`src/rtl/booth_pkg.sv`:
```
// Shared types for the sequential radix-2 Booth multiplier: FSM state encoding,
// Booth recoding operations and the default operand width.
package booth_pkg;

  localparam int N_DEFAULT = 4;

  typedef enum logic [1:0] {
    IDLE = 2'b00,
    RUN  = 2'b01,
    DONE = 2'b10
  } state_t;

  typedef enum logic [1:0] {
    BOOTH_NOP = 2'b00,
    BOOTH_ADD = 2'b01,
    BOOTH_SUB = 2'b10
  } booth_op_t;

  // Radix-2 recoding of the pair {q[0], q[-1]}.
  function automatic booth_op_t booth_decode(input logic q0, input logic qm1);
    case ({q0, qm1})
      2'b01:   return BOOTH_ADD;
      2'b10:   return BOOTH_SUB;
      default: return BOOTH_NOP;
    endcase
  endfunction

endpackage

```
`src/rtl/booth_seq_multiplier_if.sv`:
```
// Request/result bundle of booth_seq_multiplier; master issues operands, slave
// returns busy/done and the 2N-bit product.
interface booth_seq_multiplier_if #(parameter int N = booth_pkg::N_DEFAULT);
  logic           start;
  logic [N-1:0]   multiplicand;
  logic [N-1:0]   multiplier;
  logic           busy;
  logic           done;
  logic [2*N-1:0] product;

  modport master (output start, multiplicand, multiplier,
                  input  busy, done, product);
  modport slave  (input  start, multiplicand, multiplier,
                  output busy, done, product);
endinterface

```
`src/rtl/twos_adder.sv`:
```
// W-bit two's-complement adder/subtractor: c_in=0 gives a+b, c_in=1 gives a-b.
module twos_adder #(parameter int W = 4) (
  input  logic [W-1:0] a,
  input  logic [W-1:0] b,
  input  logic         c_in,
  output logic [W-1:0] sum,
  output logic         c_out
);
  logic [W-1:0] b_eff;

  assign b_eff        = b ^ {W{c_in}};
  assign {c_out, sum} = {1'b0, a} + {1'b0, b_eff} + {{W{1'b0}}, c_in};
endmodule

```
`src/rtl/booth_seq_multiplier.sv`:
```
// Sequential signed radix-2 Booth multiplier, one recoding step per clock.
// Optional zero-operand / drained-multiplier shortcut: BOOTH_SEQ_EARLY_DONE_EN.
module booth_seq_multiplier
  import booth_pkg::*;
#(
  parameter int N = N_DEFAULT
) (
  input logic                   clk,
  input logic                   rst_n,
  booth_seq_multiplier_if.slave bus
);
  localparam int CNT_W = $clog2(N + 1);

  state_t           state_q, state_d;
  logic [N:0]       acc_q, acc_d;
  logic [N:0]       m_q, m_d;
  logic [N-1:0]     q_q, q_d;
  logic             qm1_q, qm1_d;
  logic [CNT_W-1:0] cnt_q, cnt_d;
  logic [2*N-1:0]   product_q, product_d;
  logic             done_q, done_d;

  booth_op_t  op;
  logic       c_in;
  logic [N:0] sum;
  logic [N:0] acc_step;
  logic       adder_c_out_unused;

  assign op       = booth_decode(q_q[0], qm1_q);
  assign c_in     = (op == BOOTH_SUB);
  assign acc_step = (op == BOOTH_NOP) ? acc_q : sum;

  twos_adder #(.W(N + 1)) u_adder (
    .a     (acc_q),
    .b     (m_q),
    .c_in  (c_in),
    .sum   (sum),
    .c_out (adder_c_out_unused)
  );

`ifdef BOOTH_SEQ_EARLY_DONE_EN
  // With the multiplier fully consumed, the remaining steps are pure sign-fill shifts.
  logic [2*N:0] drained;
  assign drained = $signed({acc_q, q_q}) >>> cnt_q;
`endif

  always_comb begin
    // NOTE: every variable gets a default first so no path leaves it unassigned (no latches).
    state_d   = state_q;
    acc_d     = acc_q;
    m_d       = m_q;
    q_d       = q_q;
    qm1_d     = qm1_q;
    cnt_d     = cnt_q;
    product_d = product_q;
    done_d    = 1'b0;

    case (state_q)
      IDLE: begin
        if (bus.start) begin
          acc_d   = '0;
          q_d     = bus.multiplier;
          qm1_d   = 1'b0;
          m_d     = {bus.multiplicand[N-1], bus.multiplicand};
          cnt_d   = CNT_W'(N);
          state_d = RUN;
`ifdef BOOTH_SEQ_EARLY_DONE_EN
          if (bus.multiplicand == '0 || bus.multiplier == '0) begin
            q_d     = '0;
            cnt_d   = '0;
            state_d = DONE;
          end
`endif
        end
      end

      RUN: begin
`ifdef BOOTH_SEQ_EARLY_DONE_EN
        if (q_q == '0 && !qm1_q) begin
          acc_d   = drained[2*N:N];
          q_d     = drained[N-1:0];
          cnt_d   = '0;
          state_d = DONE;
        end else begin
`endif
          acc_d = {acc_step[N], acc_step[N:1]};
          q_d   = {acc_step[0], q_q[N-1:1]};
          qm1_d = q_q[0];
          cnt_d = cnt_q - CNT_W'(1);
          if (cnt_q == CNT_W'(1)) state_d = DONE;
`ifdef BOOTH_SEQ_EARLY_DONE_EN
        end
`endif
      end

      DONE: begin
        product_d = {acc_q[N-1:0], q_q};
        done_d    = 1'b1;
        state_d   = IDLE;
      end

      default: state_d = IDLE;
    endcase
  end

  always_ff @(posedge clk or negedge rst_n) begin
    if (!rst_n) begin
      state_q   <= IDLE;
      acc_q     <= '0;
      m_q       <= '0;
      q_q       <= '0;
      qm1_q     <= 1'b0;
      cnt_q     <= '0;
      product_q <= '0;
      done_q    <= 1'b0;
    end else begin
      // NOTE: non-blocking assignments so every register samples pre-edge values.
      state_q   <= state_d;
      acc_q     <= acc_d;
      m_q       <= m_d;
      q_q       <= q_d;
      qm1_q     <= qm1_d;
      cnt_q     <= cnt_d;
      product_q <= product_d;
      done_q    <= done_d;
    end
  end

  assign bus.busy    = (state_q == RUN);
  assign bus.done    = done_q;
  assign bus.product = product_q;
endmodule
```
`src/flat_wrapper.sv`:
```
// flat-port wrapper written by rule: the top's interface ports become plain ports
module booth_seq_multiplier_flat import booth_pkg::*;
#(
  parameter int N = N_DEFAULT
)
  (clk, rst_n, bus_start, bus_multiplicand, bus_multiplier, bus_busy, bus_done, bus_product);
  booth_seq_multiplier_if #(.N(N)) bus_i ();
  input logic clk;
  input logic rst_n;
  input wire logic [$bits(bus_i.start)-1:0] bus_start;
  input wire logic [$bits(bus_i.multiplicand)-1:0] bus_multiplicand;
  input wire logic [$bits(bus_i.multiplier)-1:0] bus_multiplier;
  output wire logic [$bits(bus_i.busy)-1:0] bus_busy;
  output wire logic [$bits(bus_i.done)-1:0] bus_done;
  output wire logic [$bits(bus_i.product)-1:0] bus_product;
  assign bus_i.start = bus_start;
  assign bus_i.multiplicand = bus_multiplicand;
  assign bus_i.multiplier = bus_multiplier;
  assign bus_busy = bus_i.busy;
  assign bus_done = bus_i.done;
  assign bus_product = bus_i.product;
  booth_seq_multiplier #(.N(N)) u_core (.clk(clk), .rst_n(rst_n), .bus(bus_i));
endmodule
```
`config.mk`:
```
export PLATFORM = sky130hd
export DESIGN_NAME = booth_seq_multiplier_flat
export DESIGN_NICKNAME = d
export VERILOG_FILES = /design/src/rtl/booth_pkg.sv /design/src/rtl/booth_seq_multiplier_if.sv /design/src/rtl/twos_adder.sv /design/src/rtl/booth_seq_multiplier.sv /design/src/flat_wrapper.sv
export SDC_FILE = /design/constraint.sdc
export NUM_CORES = 1
export LEC_CHECK = 0
export ABC_AREA = 1
export ABC_CLOCK_PERIOD_IN_PS = 3300
export BUFFER_PORTS_ARGS = -buffer_cell sky130_fd_sc_hd__buf_4
export CORE_ASPECT_RATIO = 1.2
export CORE_MARGIN = 8
export CORE_UTILIZATION = 56
export DETAILED_ROUTE_END_ITERATION = 12
export GPL_TIMING_DRIVEN = 1
export PLACE_DENSITY = 0.86
export SYNTH_ARGS = -nofsm -noshare
export SYNTH_HDL_FRONTEND = slang
export SYNTH_SLANG_ARGS = --single-unit
```
`constraint.sdc`:
```
create_clock -name clk -period 3.3 [get_ports clk]
set_clock_uncertainty 0.15 [all_clocks]
set_input_delay 0 -clock clk [delete_from_list [all_inputs] [get_ports clk]]
set_output_delay 0 -clock clk [all_outputs]
set_load 0.02 [all_outputs]
```
==> flow_summary.json, run 1 <==
{
  "htree_levels": 1,
  "worstPathCellList": "inv_2, nand3_2, nor2_1, dlygate4sd3_1, a21oi_1, dlygate4sd3_1",
  "syn_area_um2": 1370,
  "cp_common_cell": "dlygate4sd3_1",
  "drcViolationCount": 0,
  "num_rows": 19,
  "dp_hpwl_um": 1950,
  "track_usage_pct": 14.5,
  "drt.antenna.violating_nets": 0,
  "grt_pass1_wl_um": 4870,
  "clk_latency_ps": 340,
  "final_cells": 210,
  "drt_pre_antenna_iters": 4,
  "stdcell_area_um2": 1750,
  "synth_common_cells": "dfrtp_1 (27), nand2_1 (25), inv_1 (20)",
  "first_iter_violations": 47,
  "ys_ff_latch": 27,
  "drive_gt1_share_pct": 28.5,
  "worstSetupPathType": "reg2reg",
  "antenna_cells": 0,
  "cts_tree": "yes",
  "io_buffers": 20,
  "clock-sinks": 27,
  "worst_slew_pin_slew_ps": 472,
  "die_x_um": 61.2,
  "syn_inst": 140,
  "post_cts_buffers": 0,
  "ir_drop_mv": 0.708,
  "synth_edf_count": 0,
  "avgViaCountPerCell": 5.14,
  "area_delta_synth_final_pct": 27.3,
  "antenna_found_initial": 0,
  "clkSlewWorstSetupHoldPaths_ps": 140,
  "synthesis.nets": 159,
  "synth_top_cell_area_share_pct": 49.2,
  "crit_start": "u_core.state_q[1]$_DFFE_PN0P_",
  "synth_area_leaders": "dfrtp_1 (49%), nand2_1 (6.8%), ha_1 (6.4%)",
  "slew_headroom_pct": 68.5,
  "period_share_pct": 71.0,
  "grt_max_degree": 28,
  "final_util_pct": 75.8,
  "cts_buffer_depth": 2,
  "status": "complete, no violations",
  "slowest_stage": "dlygate4sd3_1",
  "die-height_um": 70.2,
  "synth_ff_type": "dfrtp_1",
  "final-setup-viol-count": 0,
  "hold_buffers": 16,
  "drv_slew": 0,
  "ctsRootBufferMaster": "clkbuf_4",
  "power_mw": 1.87,
  "grt_pass1_vias": 1109,
  "worst-endpoint-required_ps": 3380,
  "async_reset_ff_share_pct": 100,
  "vias": 1079,
  "yosys.area.top_type": "dfrtp_1",
  "overflow": 0,
  "final-hold-violation-count": 0,
  "core-area_um2": 2310,
  "worst_setup_path_end_kind": "flop",
  "crit_fanout": 9,
  "hold_start": "bus_multiplicand[3]",
  "final_nets": 199,
  "yosysMostFrequentCell": "dfrtp_1",
  "ctsResizeCount": 0,
  "slowest_delay_ps": 560,
  "period_minus_slack_ps": 2340,
  "power.leakage_nw": 0.900,
  "pwr_density_cell_nw_per_um2": 1070,
  "post-place-cells": 190,
  "hold_class": "in2reg",
  "tns_ps": 0,
  "start_util_pct": 59.5,
  "numCtsBuffers": 3,
  "ys_warn_count": 0,
  "syn_avg_cell_area_um2": 9.80,
  "dpl-instance-area_um2": 1550,
  "routabilityCongestion": 0.798,
  "rr_startpoint": "u_core.state_q[1]$_DFFE_PN0P_",
  "synthDistinctLibCells": 30,
  "fp.dieArea_um2": 4300,
  "ios": 21,
  "arrival_ps": 2430,
  "synth-seq-area-share_pct": 49.2,
  "rsz0062_at_grt": "false",
  "fmax_mhz": 427,
  "cp-start-kind": "flop",
  "routed_wl_um": 2780,
  "wl_per_cell_um": 13.2,
  "cap_violations": 0
}
cell families (layout without fill, tap and decap cells):
logic type,Yosys count,count (layout),share of synthesized area [%]
buf+inv,27,66,8.11
mux,3,3,2.46
simple gates,44,44,15.0
flops,27,27,49.2
fa+ha+maj,8,8,7.84
xor+xnor,5,5,3.19
compound gates,26,26,14.1
layer usage:
metal,global-route usage (%),vias up,share of wire (%)
met5,0,-,0
met4,6.23,0,1.9
met3,2.01,5,4.8
met2,24.4,24,52
met1,17.3,521,41
li1,-,529,-
worst max-delay path: cells and delay by family (launching register included):
family,cells,cell delay (ps)
flops,1,470
simple gates,2,340
buf+inv,3,1230
compound gates,1,40
power by group:
part	switching [mW]	internal, mW	leakage (nW)
clock network	0.0985	0.0457	0.0177
registers	0.100	0.488	0.332
logic	0.643	0.498	0.550
total	0.842	1.03	0.900
flip-flops by register name, summed over array words and instances, names as in the netlist:
name,flops
u_core.bus.done,1
u_core.m_q,4
u_core.state_q,2
u_core.acc_q,4
u_core.bus.product,8
u_core.qm1_q,1
u_core.cnt_q,3
u_core.q_q,4
through the flow:
step	hold WS, ps	worst slack, ps
after floorplan	-446	1510
final	284	956
after global placement	-225	1460
after global routing	274	874
after CTS	277	980
after detailed placement	-222	1360
cell type report:
type | instances | area [µm²]
multi-input cells | 86 | 586
fillers | 159 | 558
flip-flops and latches | 27 | 676
repair buffers | 36 | 320
clock inverters | 1 | 5.00
well taps | 31 | 38.8
inverters | 26 | 100
clock buffers | 3 | 22.5
worst paths after layout:
path / cells past startpoint / endpoint / slack, ps
min: 3 / u_core.m_q[3]$_DFFE_PN0P_ / 280
min in group asynchronous: 4 / u_core.bus.product[3]$_DFFE_PN0P_ / 490
min reg2reg: 2 / u_core.bus.product[6]$_DFFE_PN0P_ / 350
max in group asynchronous: 4 / u_core.qm1_q$_DFFE_PN0P_ / 2350
max: 6 / u_core.m_q[0]$_DFFE_PN0P_ / 960
max reg2reg: 6 / u_core.m_q[0]$_DFFE_PN0P_ / 960
cell usage in the layout (no fill, tap or decap), types with 2 or more instances in the layout:
master	n
inv_1	20
buf_4	20
a221oi_1	2
clkbuf_4	3
dlygate4sd3_1	15
inv_2	5
dfrtp_1	27
o21ai_2	9
o21ai_1	2
ha_1	7
or2_2	2
xor2_1	4
nand3_1	5
o22ai_1	2
mux2_2	3
o221ai_1	2
nor2_1	7
a21oi_1	3
nand2_1	25
nand2_2	2
Note: power is estimated with default switching activity, not from simulation.
==> run 2, diff against run 1 <==
--- a/config.mk
+++ b/config.mk
@@ -5,15 +5,15 @@
 export SDC_FILE = /design/constraint.sdc
 export NUM_CORES = 1
 export LEC_CHECK = 0
-export ABC_AREA = 1
-export ABC_CLOCK_PERIOD_IN_PS = 3300
+export ABC_AREA = 0
+export ABC_CLOCK_PERIOD_IN_PS = 2000
 export BUFFER_PORTS_ARGS = -buffer_cell sky130_fd_sc_hd__buf_4
 export CORE_ASPECT_RATIO = 1.2
 export CORE_MARGIN = 8
-export CORE_UTILIZATION = 56
+export CORE_UTILIZATION = 50
 export DETAILED_ROUTE_END_ITERATION = 12
 export GPL_TIMING_DRIVEN = 1
-export PLACE_DENSITY = 0.86
+export PLACE_DENSITY = 0.81
 export SYNTH_ARGS = -nofsm -noshare
 export SYNTH_HDL_FRONTEND = slang
 export SYNTH_SLANG_ARGS = --single-unit
==> constraint.sdc (replaced) <==
create_clock -name clk -period 2 [get_ports clk]
set_clock_uncertainty 0.15 [all_clocks]
set_input_delay 0 -clock clk [delete_from_list [all_inputs] [get_ports clk]]
set_output_delay 0 -clock clk [all_outputs]
set_load 0.02 [all_outputs]
==> run 2 against run 1 <==
  * Die area grew 9.5%
  * Count of clock-buffer cells in the layout is 1 higher
  * Via count is essentially flat
  * Final area grew 7.9%
  * Setup slack worse by 950 ps
  * Sequential share of layout area fell by 2.8 points
  * Utilization is 6.1 points lower
  * Critical path depth up 2
  * Combinational power up 96%
  * Critical endpoint is now u_core.acc_q[3]$_DFFE_PN0P_
  * Largest cell class is now multi-input combinational cells
==> flow_summary.json, run 2 <==
{
  "status": "complete, no violations",
  "hold_class": "in2reg",
  "drive_gt1_share_pct": 38.9,
  "core-area_um2": 2710,
  "worstPathCellList": "inv_2, ha_4, mux2i_1, fa_2, inv_2, a2111oi_4, a2111oi_2, a21oi_1",
  "crit_fanout": 3,
  "worst-endpoint-required_ps": 2130,
  "track_usage_pct": 15.1,
  "largest_reg_flops": 8,
  "worst_slew_pin_slew_ps": 516,
  "p_sw_mw": 1.47,
  "routabilityCongestion": 0.787,
  "pwr_density_cell_nw_per_um2": 1870,
  "drt.antenna.violating_nets": 0,
  "cts_tree": "yes",
  "overflow": 0,
  "avgViaCountPerCell": 5.50,
  "grt_pass1_wl_um": 5640,
  "worstReg2RegEnd": "u_core.acc_q[3]$_DFFE_PN0P_",
  "clkSlewWorstSetupHoldPaths_ps": 150,
  "grt_max_degree": 28,
  "synthDistinctLibCells": 33,
  "yosysMostFrequentCell": "dfrtp_1",
  "drv_slew": 0,
  "post-place-cells": 179,
  "synth_edf_count": 0,
  "vias": 1078,
  "io_buffers": 20,
  "drt_pre_antenna_iters": 4,
  "syn_inst": 122,
  "hold_start": "bus_multiplicand[3]",
  "final_common_cell": "dfrtp_1",
  "cp-start-kind": "flop",
  "clock-sinks": 27,
  "numCtsBuffers": 3,
  "nFillCells": 172,
  "syn_avg_cell_area_um2": 11.3,
  "htree_levels": 1,
  "pre_cts_ws_ps": -236,
  "antenna_cells": 0,
  "synth_ff_type": "dfrtp_1",
  "syn_area_um2": 1380,
  "dp_hpwl_um": 2200,
  "synth_area_leaders": "dfrtp_1 (49%), mux2_4 (9.8%), ha_1 (6.3%)",
  "slowest_stage": "dfrtp_1",
  "whs_endpoint": "u_core.m_q[3]$_DFFE_PN0P_",
  "antenna_found_initial": 0,
  "worstSetupPathType": "reg2reg",
  "area_delta_synth_final_pct": 36.6,
  "rsz0062_at_grt": "true",
  "period_share_pct": 99.6,
  "routed_wl_um": 3180,
  "ios": 21,
  "synth_common_cells": "dfrtp_1 (27), inv_1 (10), nand2_1 (10)",
  "layout_common_cells": "dfrtp_1 (27), buf_4 (24), dlygate4sd3_1 (11)",
  "p_comb_share_pct": 63.5,
  "slowest_delay_ps": 400,
  "cap_violations": 0,
  "synth_top_cell_area_share_pct": 49.0,
  "cts_buffer_depth": 2,
  "final-hold-violation-count": 0,
  "ctsRootBufferMaster": "clkbuf_4",
  "path_buf_inv": 2,
  "yosys.area.top_type": "dfrtp_1",
  "ys_warn_count": 0,
  "cp_common_cell": "inv_2",
  "clkPwrFrac_pct": 6.9,
  "fin_ws_ps": 7.66,
  "async_reset_ff_share_pct": 100,
  "wl_per_cell_um": 16.2,
  "worst_setup_path_end_kind": "flop",
  "final_cells": 196,
  "period_minus_slack_ps": 1990,
  "final_nets": 182,
  "first_iter_violations": 49,
  "seq_power_share_pct": 29.6,
  "rr_startpoint": "u_core.qm1_q$_DFFE_PN0P_",
  "synthesis.nets": 141,
  "r2r_cells": 8,
  "ys_ff_latch": 27,
  "die_x_um": 64.0,
  "fp.dieArea_um2": 4700,
  "die-height_um": 73.6,
  "synth-seq-area-share_pct": 49.0,
  "clk_latency_ps": 340,
  "p_sw_share_pct": 41.8,
  "power.leakage_nw": 0.894,
  "drcViolationCount": 0,
  "worst-r2r-setup-slack_ps": 8,
  "critPathTopFamily": "compound AO/OA/AOI/OAI gates",
  "hold_path_depth": 3,
  "fmax_mhz": 502,
  "internal_power_mw": 2.05,
  "grt_pass1_vias": 1209,
  "slew_headroom_pct": 65.6,
  "arrival_ps": 2120,
  "final-setup-viol-count": 0,
  "num_rows": 21,
  "start_util_pct": 51.0,
  "ir_drop_mv": 1.12
}
[run 2: changes by cell type in the layout (fill, tap and decap cells not counted), moves of 5 or more]
cell and delta:
a22oi_1 +5, inv_1 -13, mux2_4 +9, nand2_1 -16, o21ai_0 +6, o21ai_2 -7
[run 2: logic make-up (layout without fill, tap and decap cells)]
group | Yosys count | after routing | share of synthesized area, %
fa+ha+maj | 8 | 8 | 7.80
flops | 27 | 27 | 49.0
simple gates | 21 | 21 | 8.07
mux | 11 | 11 | 11.3
compound gates | 33 | 33 | 14.5
xor+xnor | 6 | 6 | 3.81
buf+inv | 16 | 56 | 5.53
[run 2: worst min-delay path, stage by stage]
cell and delay (ps):
dlygate4sd3_1 520, buf_4 100, mux2_4 120
[run 2: routing by layer]
metal  part of all wire, %  wire length [µm]  vias up  global-route usage, %
met5                     0                 0        -                      0
met4                   2.2                70        0                   7.94
met3                   4.3               136        6                   2.29
met2                    53              1670       32                   27.4
met1                    41              1300      539                   16.5
li1                      -                 -      501                      -
[run 2: final cells by class]
cell class / count / area (µm²) / area share, %
clock buffers: 4 / 26.3 / 1.39
inverters: 12 / 45.0 / 2.39
multi-input cells: 79 / 741 / 39.3
flip-flops and latches: 27 / 676 / 35.8
well taps: 34 / 42.5 / 2.26
repair buffers: 40 / 355 / 18.8
[run 2: worst max path at each step]
stage                                   startpoint                          end  cells after the start
after floorplan           u_core.qm1_q$_DFFE_PN0P_  u_core.acc_q[3]$_DFFE_PN0P_                      9
after global placement    u_core.qm1_q$_DFFE_PN0P_  u_core.acc_q[3]$_DFFE_PN0P_                      9
after detailed placement  u_core.qm1_q$_DFFE_PN0P_  u_core.acc_q[3]$_DFFE_PN0P_                      9
after CTS                 u_core.qm1_q$_DFFE_PN0P_  u_core.acc_q[3]$_DFFE_PN0P_                      9
after global routing      u_core.qm1_q$_DFFE_PN0P_  u_core.acc_q[1]$_DFFE_PN0P_                     10
final                     u_core.qm1_q$_DFFE_PN0P_  u_core.acc_q[3]$_DFFE_PN0P_                      8
[run 2: power groups by stage]
| stage | Clock, mW | Sequential (mW) | Combinational [mW] |
|---|---|---|---|
| CTS | 0.240 | 1.02 | 2.06 |
| global placement | 0 | 0.995 | 1.62 |
| global route | 0.263 | 1.08 | 2.48 |
| detailed placement | 0 | 1.01 | 1.71 |
| floorplan | 0 | 1.04 | 1.11 |
| finish | 0.241 | 1.04 | 2.23 |
[run 2: metrics by stage]
step	hold slack (ps)	area [µm²]	power, mW	TNS (ps)	utilization [%]
CTS	284	1840	3.32	-58.7	67.8
detailed placement	-219	1600	2.73	-385	59.1
global placement	-225	1600	2.62	-45.8	59.1
global route	275	1890	3.82	-289	69.7
floorplan	-446	1390	2.15	-45.8	-
finish	276	1890	3.52	0	69.7
[run 2: timing repair]
| action | in CTS | in global routing |
|---|---|---|
| endpoints found under the setup margin | 4 | 4 |
| endpoints found under the hold margin | 39 | 0 |
| hold buffers | 12 | 0 |
| buffers inserted | 1 | 0 |
| pin swaps | 10 | 4 |
| resized for setup | 15 | 7 |
==> run 3, diff against run 2 <==
--- a/config.mk
+++ b/config.mk
@@ -8,12 +8,14 @@
 export ABC_AREA = 0
 export ABC_CLOCK_PERIOD_IN_PS = 2000
 export BUFFER_PORTS_ARGS = -buffer_cell sky130_fd_sc_hd__buf_4
+export CELL_PAD_IN_SITES_DETAIL_PLACEMENT = 1
+export CELL_PAD_IN_SITES_GLOBAL_PLACEMENT = 1
 export CORE_ASPECT_RATIO = 1.2
 export CORE_MARGIN = 8
-export CORE_UTILIZATION = 50
+export CORE_UTILIZATION = 39
 export DETAILED_ROUTE_END_ITERATION = 12
 export GPL_TIMING_DRIVEN = 1
-export PLACE_DENSITY = 0.81
+export PLACE_DENSITY = 0.8
 export SYNTH_ARGS = -nofsm -noshare
 export SYNTH_HDL_FRONTEND = slang
 export SYNTH_SLANG_ARGS = --single-unit
==> run 3 against run 2 <==
  * The run now ends with setup timing left
  * Highest routed layer unchanged
  * Worst hold slack got worse by 270 ps
  * Maximum frequency down 4.6%
  * Total power rose by 1.3%
  * Utilization shrank 15 points
  * Setup slack worse by 96 ps
  * Register-to-register slack worse by 96 ps
  * Die area grew 21%
  * Combinational power is 2% lower
  * Via count decreased by 0.83%
  * Critical endpoint is now u_core.acc_q[1]$_DFFE_PN0P_
  * Final area decreased by 2.1%
==> flow_summary.json, run 3 (synthesized netlist as in run 2, its figures left out) <==
{
  "cp_common_cell": "inv_2",
  "track_usage_pct": 12.6,
  "cts_buffer_depth": 2,
  "layout_common_cells": "buf_4 (27), dfrtp_1 (27), nand2_1 (10), dlygate4sd3_1 (10), mux2_4 (9)",
  "cp.depth": 10,
  "clock-sinks": 27,
  "num_rows": 23,
  "cts_tree": "yes",
  "clkSlewWorstSetupHoldPaths_ps": 100,
  "drive_gt1_share_pct": 37.5,
  "setup.worst_path.end": "u_core.acc_q[1]$_DFFE_PN0P_",
  "core-area_um2": 3370,
  "slew_headroom_pct": 64.5,
  "worstSetupPathType": "reg2reg",
  "final-setup-viol-count": 3,
  "numCtsBuffers": 3,
  "antenna_found_initial": 0,
  "final-hold-violation-count": 0,
  "ctsRootBufferMaster": "clkbuf_8",
  "drt.antenna.violating_nets": 0,
  "period_minus_slack_ps": 2090,
  "worst-endpoint-required_ps": 2060,
  "rr_startpoint": "u_core.qm1_q$_DFFE_PN0P_",
  "status": "complete, but fails checks",
  "routed_wl_um": 3500,
  "grt_max_degree": 28,
  "slowest_delay_ps": 400,
  "drt_pre_antenna_iters": 4,
  "routabilityCongestion": 0.794,
  "io_buffers": 20,
  "path_buf_inv": 3,
  "ir_drop_mv": 1.29,
  "dp_hpwl_um": 2420,
  "drv_slew": 0,
  "worst_slew_pin_slew_ps": 533,
  "fmax_mhz": 479,
  "hold_ws_ps": 4.91,
  "critPathTopFamily": "adder cells",
  "vias": 1069,
  "start_util_pct": 41.0,
  "power.leakage_nw": 0.883,
  "hold_class": "in2async",
  "avgViaCountPerCell": 5.43,
  "pwr_density_cell_nw_per_um2": 1930,
  "cp-start-kind": "flop",
  "first_iter_violations": 36,
  "worstPathCellList": "inv_2, ha_4, xor2_4, inv_2, fa_2, buf_4, xor2_1, nor2_1, a21oi_2, o21ai_1",
  "worstReg2RegEnd": "u_core.acc_q[1]$_DFFE_PN0P_",
  "slowest_stage": "dfrtp_1",
  "grt_pass1_vias": 1189,
  "violations": "setup timing",
  "period_share_pct": 104,
  "cap_violations": 0,
  "ios": 21,
  "overflow": 0,
  "htree_levels": 1,
  "crit_fanout": 3,
  "crit_start": "u_core.qm1_q$_DFFE_PN0P_",
  "drcViolationCount": 0,
  "worst-r2r-setup-slack_ps": -90,
  "fp.dieArea_um2": 5710,
  "arrival_ps": 2140,
  "r2r_cells": 10,
  "fin_ws_ps": -87.9,
  "wl_per_cell_um": 17.7,
  "largest_reg_flops": 8,
  "worst_setup_path_end_kind": "flop",
  "area_delta_synth_final_pct": 33.8,
  "die_x_um": 70.3,
  "nFillCells": 353,
  "power_mw": 3.56,
  "final_nets": 180,
  "clk_latency_ps": 280,
  "grt_pass1_wl_um": 5850,
  "antenna_cells": 0,
  "die-height_um": 81.2,
  "rsz0062_at_grt": "true"
}
==> run 3: layout make-up <==
cell class | count | area, µm² | share of cell area [%]
multi-input cells | 79 | 717 | 38.8
flip-flops and latches | 27 | 676 | 36.6
repair buffers | 38 | 314 | 17.0
well taps | 37 | 46.3 | 2.51
inverters | 12 | 45.0 | 2.44
clock buffers | 3 | 41.3 | 2.24
clock inverters | 1 | 7.51 | 0.407
==> run 3: how the worst min path moves through the flow <==
| stage | from | to | depth (start not counted) |
|---|---|---|---|
| after global placement | rst_n | u_core.bus.product[6]$_DFFE_PN0P_ | 1 |
| after CTS | rst_n | u_core.bus.product[0]$_DFFE_PN0P_ | 2 |
| after floorplan | rst_n | u_core.acc_q[0]$_DFFE_PN0P_ | 0 |
| after global routing | rst_n | u_core.bus.product[0]$_DFFE_PN0P_ | 2 |
| after detailed placement | rst_n | u_core.bus.done$_DFF_PN0_ | 1 |
| final | rst_n | u_core.bus.product[0]$_DFFE_PN0P_ | 2 |
==> run 3: power breakdown <==
part	switching (mW)	internal, mW	total [mW]
combinational	1.07	1.11	2.18
sequential	0.262	0.795	1.06
clock	0.184	0.142	0.326
total	1.52	2.04	3.56
==> run 3: worst register-to-register path, cell delays in order (launching register included) <==
cell and delay, ps:
dfrtp_1 400, inv_2 80, ha_4 170, xor2_4 180, inv_2 70, fa_2 370
buf_4 140, xor2_1 130, nor2_1 130, a21oi_2 50, o21ai_1 140
==> run 3: what timing repair did <==
action	in CTS	in global routing
setup buffers	2	0
gates resized for setup	12	4
endpoints found under the hold margin	36	0
hold buffers	10	0
pin swaps	5	2
setup endpoints to repair	3	4
==> run 3: metrics by stage <==
step                      utilization [%]  instances  setup slack, ps  instance area [µm²]  TNS [ps]
after detailed placement             47.4        181             -188                 1600      -361
after floorplan                         -        122            -45.8                 1390     -45.8
after global routing                 54.8        197             -193                 1850      -488
final                                54.8        197            -87.9                 1850      -180
after CTS                            53.9        197            -54.4                 1810     -60.2
after global placement               47.4        181            -68.1                 1600     -70.9
==> run 3: per-layer routing <==
metal,track usage (%),wire [µm]
met5,0,0
met4,6.84,103
met3,3.17,154
met2,20.8,1800
met1,14.9,1440
